### src/rtl/bin2bcd_seq.sv
// Sequential 16-bit binary to 4-digit BCD converter (double-dabble, one bit per clock).
// Optional build macro BIN2BCD_SATURATE_EN clamps overflowing results to 9999.
module bin2bcd_seq (
    input  logic        clock,
    input  logic        reset,
    input  logic        start,
    input  logic [15:0] bin,
    output logic [15:0] bcd,
    output logic        overflow,
    output logic        busy,
    output logic        done
);

    typedef enum logic {
        IDLE,
        SHIFT
    } state_t;

    state_t      state_q;
    logic [35:0] work_q;
    logic [35:0] work_d;
    logic [35:0] corr;
    logic [4:0]  cnt_q;
    logic [15:0] bcd_q;
    logic [15:0] bcd_d;
    logic        ovf_q;
    logic        ovf_d;
    logic        busy_q;
    logic        done_q;

    // Add-3 correction on each of the five BCD nibbles, then shift left.
    always_comb begin
        corr = work_q;
        for (int k = 0; k < 5; k++) begin
            if (corr[16+4*k +: 4] >= 4'd5) begin
                corr[16+4*k +: 4] = corr[16+4*k +: 4] + 4'd3;
            end
        end
        work_d = {corr[34:0], 1'b0};
        ovf_d  = (work_d[35:32] != 4'd0);
`ifdef BIN2BCD_SATURATE_EN
        bcd_d  = ovf_d ? 16'h9999 : work_d[31:16];
`else
        bcd_d  = work_d[31:16];
`endif
    end

    always_ff @(posedge clock or posedge reset) begin
        if (reset) begin
            state_q <= IDLE;
            work_q  <= '0;
            cnt_q   <= '0;
            bcd_q   <= '0;
            ovf_q   <= 1'b0;
            busy_q  <= 1'b0;
            done_q  <= 1'b0;
        end else begin
            unique case (state_q)
                IDLE: begin
                    done_q <= 1'b0;
                    if (start) begin
                        work_q  <= {20'b0, bin};
                        cnt_q   <= '0;
                        busy_q  <= 1'b1;
                        state_q <= SHIFT;
                    end
                end
                SHIFT: begin
                    work_q <= work_d;
                    cnt_q  <= cnt_q + 5'd1;
                    if (cnt_q == 5'd15) begin
                        bcd_q   <= bcd_d;
                        ovf_q   <= ovf_d;
                        done_q  <= 1'b1;
                        busy_q  <= 1'b0;
                        state_q <= IDLE;
                    end
                end
            endcase
        end
    end

    assign bcd      = bcd_q;
    assign overflow = ovf_q;
    assign busy     = busy_q;
    assign done     = done_q;

endmodule

### config.mk
export PLATFORM = sky130hd
export DESIGN_NAME = bin2bcd_seq
export DESIGN_NICKNAME = d
export VERILOG_FILES = /design/src/rtl/bin2bcd_seq.sv
export SDC_FILE = /design/constraint.sdc
export NUM_CORES = 1
export LEC_CHECK = 0
export BUFFER_PORTS_ARGS = -buffer_cell sky130_fd_sc_hd__buf_2
export CORE_UTILIZATION = 35
export CTS_BUF_LIST = sky130_fd_sc_hd__clkbuf_2
export DETAILED_ROUTE_END_ITERATION = 8
export MAX_ROUTING_LAYER = met4
export PLACE_DENSITY = 0.56
export REMOVE_ABC_BUFFERS = 1
export SLEW_MARGIN = 15
export SYNTH_ARGS = -nofsm -noshare
export SYNTH_HDL_FRONTEND = slang
export SYNTH_SLANG_ARGS = --single-unit
export TNS_END_PERCENT = 30
### constraint.sdc
create_clock -name clock -period 2.83 [get_ports clock]
set_input_delay 0.849 -clock clock [delete_from_list [all_inputs] [get_ports clock]]
set_output_delay 0.849 -clock clock [all_outputs]
set_load 0.01 [all_outputs]
==> results of run 1 <==
-- cell type report --
type | count | area (um2) | share of cell area
flip-flops and latches | 61 | 1530 | 0.452
multi-input cells | 195 | 1350 | 0.399
repair buffers | 43 | 243 | 0.0719
well taps | 105 | 131 | 0.0389
clock buffers | 13 | 65.1 | 0.0193
inverters | 13 | 48.8 | 0.0144
clock inverters | 3 | 12.5 | 0.00371
-- layout by cell type, fill, tap and decap left out --
cell type  count
buf_12         1
buf_4          5
o21a_1         1
nand3_1        1
ha_1          12
a21o_1         6
mux2_2         6
and2_1         3
o31ai_1        3
o22ai_1        1
buf_2         37
mux2i_1       32
nor3b_1       13
a22o_1         1
clkinv_1       2
and3_1         1
dfrtp_2        1
clkbuf_2      13
o21ai_0       35
xnor2_1        6
nor2_1         5
a21oi_2        1
nand2b_1      19
clkinv_2       1
nor3_1         1
nand2_1       32
nand4b_1       1
inv_1         12
a21o_2         1
a21oi_1       12
nor2b_1        1
inv_2          1
o32a_1         1
dfrtp_1       60
-- final timing paths --
kind | to | depth (start not counted)
setup / recovery | done | 1
hold reg to reg | bcd[7]$_DFFE_PP0P_ | 2
hold / removal | work_q[12]$_DFFE_PP0P_ | 2
max in group asynchronous | state_q$_DFF_PP0_ | 3
min in group clock | bcd[7]$_DFFE_PP0P_ | 2
setup reg to reg | overflow$_DFFE_PP0P_ | 6
-- where the power goes --
group	leakage, nW	switching, mW	internal [mW]
logic	0.867	0.756	0.713
registers	0.777	0.282	1.24
clock network	0.0610	0.303	0.124
-- sequential cells by signal, indices dropped and copies added (netlist names) --
signal	cells
work_q	36
cnt_q	5
bcd	16
overflow	1
done	1
state_q	1
busy	1
-- metrics by stage --
step | util | hold slack (ns) | instance area, um2 | worst slack (ns)
after floorplan | - | 0.449 | 2920 | 0.128
after global placement | 0.400 | 0.457 | 3300 | 0.850
after detailed placement | 0.400 | 0.467 | 3300 | 0.838
after CTS | 0.409 | 0.224 | 3380 | 0.867
after global routing | 0.409 | 0.251 | 3380 | 0.808
final | 0.409 | 0.282 | 3380 | 0.941
-- Yosys cell counts (3+ instances only) --
cell type  instances
a21o_1             6
a21oi_1           12
and2_1             3
buf_2             10
clkbuf_1           3
dfrtp_1           61
ha_1              12
inv_1             13
mux2_2             6
mux2i_1           32
nand2_1           32
nand2b_1          19
nor2_1             5
nor3b_1           13
o21ai_0           35
o31ai_1            3
xnor2_1            6
-- cell families after synthesis --
family                     Yosys count
and+or+nand+nor                     77
buffers and inverters               28
adders and majority gates           12
muxes                               38
AOI/OAI and AO/OA                   62
xor gates and xnor gates             6
DFF                                 61
-- routing by layer --
metal  share of wire  track usage  vias up
met1            0.50        0.187      961
met5               0            -        -
met2            0.44        0.219       39
li1                -            -     1046
met4           0.012       0.0417        0
met3           0.050       0.0572        7
==> flow_summary.toml, run 1 <==
[detailed_routing]
wl_um = 5630
wl_per_cell_um = 13.0
viasPerCell = 4.74
ant_nets = 0
first_pass_iters = 4
drt-initial-drc-count = 56
drc_errors = 0
num_vias = 2053

[global_route]
antenna_found_initial = 0
grt_pass1_vias = 2048
overflow = 0
grtUsageTotal = 0.147
grt_max_degree = 51
grt_pass1_wl_um = 9650

[setup_path]
crit_family = "flip-flops"
crit_fanout = 2
slowest_delay_ns = 0.43
crit_path_start_kind = "register"
path_class = "reg2out"
path_buf_inv = 1
critical_path.startpoint = "done$_DFFE_PP0P_"
cp_slowest_cell = "dfrtp_1"
critPathArrivalTime_ns = 1.04
worstPathCellList = "buf_2"
reg2reg_from = "cnt_q[0]$_DFFE_PP0P_"
reg2reg_slack_ns = 0.95
cp_data_required_time_ns = 1.98
cp-end-kind = "primary output"

[synth]
synth_compound_area_frac = 0.118
synth_top_family_by_area = "simple AND/OR/NAND/NOR gates"
synth_top_area_share = 0.509
async_flop_share = 1.00
yosysWarnings = 0
synth_mux_area_frac = 0.129
synth_edf_count = 0
synth_cells = 284
ys.flop_type = "dfrtp_1"
yosys_register_bits = 61
ys_seq_area_frac = 0.509
yosys.area.top_type = "dfrtp_1"
synthAdderAreaFrac = 0.0501
synth_area_um2 = 3000
ys_types = 30
syn_area_per_cell_um2 = 10.6
synthTopCellsByArea = "dfrtp_1 51%, mux2i_1 11%, o21ai_0 5.8%"
yosys.area_share.simple = 0.135
synth_xor_area_frac = 0.0175

[clock_tree]
clkLatencyLatePin_ns = 0.47
cts_inserted_buffers = 9
clock-sinks = 61
post_cts_resized = 0
clkSlewWorstSetupHoldPaths_ns = 0.17
cts_setup_buffers = 0
hold_buffers = 0
cts_tree = "yes"
cts.htree.levels = 3
clk_path_buf_depth = 2
cts-root-buf = "clkbuf_2"

[floorplan]
die_x_um = 94.5
initial_core_util = 0.363
pin_count = 38
fp.dieArea_um2 = 8940
die_h_um = 94.5
num_rows = 33
core_um2 = 8260

[timing]
slew_violations = 0
post-route-period-util = 0.668
tns_ns = 0
finalSetupViolations = 0
max_freq_mhz = 529
fin_skew_ns = 0.0248
worst_slew_pin_slew_ns = 0.484
hold_viol = 0
grt_setup_unrepaired = "false"
period_needed_ns = 1.89
maxSlewHeadroom = 0.678

[place]
gp_congestion = 0.738
dp_hpwl_um = 3910
dp_cells = 417
port_buffers = 37

[pwr]
total_power_mw = 3.42
p_leak_nw = 1.71
vdd.ir_drop.worst_v = 0.000349
power.density_nw_per_um2 = 1010

[layout]
drive_gt1_frac = 0.204
nets = 354
fill_cells = 822
antenna_cells = 0
final_cells = 433
area_growth_pct = 12.7

[status]
status = "completed"

[run]
maxCapViolCount = 0

[min_path]
min_path_type = "in2async"
Note: power is estimated with default switching activity, not from simulation.
==> inputs of run 2 (changes only) <==
==> constraint.sdc (replaced) <==
create_clock -name clock -period 1.9 [get_ports clock]
set_input_delay 0.57 -clock clock [delete_from_list [all_inputs] [get_ports clock]]
set_output_delay 0.57 -clock clock [all_outputs]
set_load 0.01 [all_outputs]
==> flow_summary.toml, run 2 (same netlist as run 1, synthesis figures left out) <==
[status]
status = "completed"

[global_route]
overflow = 0
grt_max_degree = 62
antenna_found_initial = 0
grt_pass1_vias = 2105
grt_pass1_wl_um = 10100
grtUsageTotal = 0.153

[clock_tree]
post_cts_resized = 0
clk_path_buf_depth = 2
clock-sinks = 61
clkLatencyLatePin_ns = 0.48
clkSlewWorstSetupHoldPaths_ns = 0.19
cts_tree = "yes"
hold_buffers = 0
cts.htree.levels = 3
cts_setup_buffers = 0
cts_inserted_buffers = 9
cts-root-buf = "clkbuf_2"

[setup_path]
cp_slowest_cell = "dfrtp_1"
worstPathCellList = "inv_1, ha_1, nand2b_1, a21oi_1, mux2i_1, mux2_2"
path_buf_inv = 1
slowest_delay_ns = 0.45
path_class = "reg2reg"
crit_family = "multiplexers"
critPathArrivalTime_ns = 2.14
cp_data_required_time_ns = 2.30
crit_path_start_kind = "register"
crit_fanout = 4
cp-end-kind = "register"

[detailed_routing]
ant_nets = 0
drt-initial-drc-count = 79
viasPerCell = 4.84
wl_per_cell_um = 13.2
wl_um = 5720
drc_errors = 0
first_pass_iters = 4
num_vias = 2107

[place]
dp_hpwl_um = 4000
place_area_um2 = 3330
port_buffers = 37
dp_cells = 419
gp_congestion = 0.733

[layout]
drive_gt1_frac = 0.206
nets = 356
antenna_cells = 0
area_growth_pct = 13.6
final_cell_mix = "60 x dfrtp_1, 37 x buf_2, 35 x o21ai_0, 32 x nand2_1, 32 x mux2i_1"
fill_cells = 851
largest_register = "work_q"
largest_register_ffs = 36
design_area_um2 = 3400
final_cells = 435
final_common_cell = "dfrtp_1"

[timing]
period_needed_ns = 1.74
worst_slew_pin_slew_ns = 0.298
hold_viol = 0
maxSlewHeadroom = 0.795
slew_violations = 0
post-route-period-util = 0.918
finalSetupViolations = 0
fin_skew_ns = 0.0341
max_freq_mhz = 573
grt_setup_unrepaired = "false"

[floorplan]
num_rows = 33
pin_count = 38
fp.dieArea_um2 = 8940
initial_core_util = 0.363
die_x_um = 94.5
die_h_um = 94.5
core_um2 = 8260

[pwr]
vdd.ir_drop.worst_v = 0.000629
power.density_nw_per_um2 = 1500
p_leak_nw = 1.71

[min_path]
min_path_type = "in2async"

[run]
maxCapViolCount = 0
## run 2: cell count changes in the layout (fill, tap and decap cells not counted), sizes merged
cell and delta:
buf +2, clkbuf -1, clkinv +1
## run 2: metrics by stage
| stage | utilization | setup slack [ns] | setup TNS, ns | total power [mW] | hold slack [ns] |
|---|---|---|---|---|---|
| after global routing | 0.412 | 0.0372 | 0 | 5.63 | 0.0798 |
| after detailed placement | 0.403 | 0.0794 | 0 | 4.55 | 0.463 |
| after CTS | 0.412 | 0.0492 | 0 | 5.20 | 0.0940 |
| after floorplan | - | -0.802 | -22.01 | 3.86 | 0.449 |
| after global placement | 0.403 | 0.156 | 0 | 4.46 | 0.457 |
| final | 0.412 | 0.156 | 0 | 5.09 | 0.127 |
## run 2: worst min-delay path: cells and delay by family
kind	cells	cell delay, ns
buffers and inverters	3	0.45
## run 2: final timing paths
path | depth (start not counted) | from | slack, ns | end
setup / recovery | 6 | work_q[28]$_DFFE_PP0P_ | 0.16 | bcd[14]$_DFFE_PP0P_
hold / removal | 3 | reset | 0.13 | work_q[35]$_DFFE_PP0P_
setup reg to reg | 6 | work_q[28]$_DFFE_PP0P_ | 0.16 | bcd[14]$_DFFE_PP0P_
hold reg to reg | 2 | bcd[5]$_DFFE_PP0P_ | 0.49 | bcd[5]$_DFFE_PP0P_
max in group asynchronous | 3 | reset | 1.47 | state_q$_DFF_PP0_
min in group clock | 3 | bin[0] | 0.35 | work_q[0]$_DFFE_PP0P_
## run 2: area by class of cell
cell class	count	area (um2)	share of cell area
flip-flops and latches	61	1530	0.449
multi-input cells	195	1350	0.397
repair buffers	45	270	0.0794
well taps	105	131	0.0386
clock buffers	12	60.1	0.0176
inverters	13	48.8	0.0143
clock inverters	4	15.0	0.00441
## run 2: metal layers
layer  up-vias  track usage  wire, um
met2        44        0.228      2580
met3         7       0.0636       298
li1       1056            -         -
met5         -            -         0
met1      1000        0.193      2780
met4         0       0.0417        67
## run 2: power breakdown
group | switching [mW] | leakage, nW | total (mW) | internal, mW
clock | 0.445 | 0.0561 | 0.619 | 0.173
combinational | 1.15 | 0.881 | 2.23 | 1.07
sequential | 0.402 | 0.777 | 2.25 | 1.84
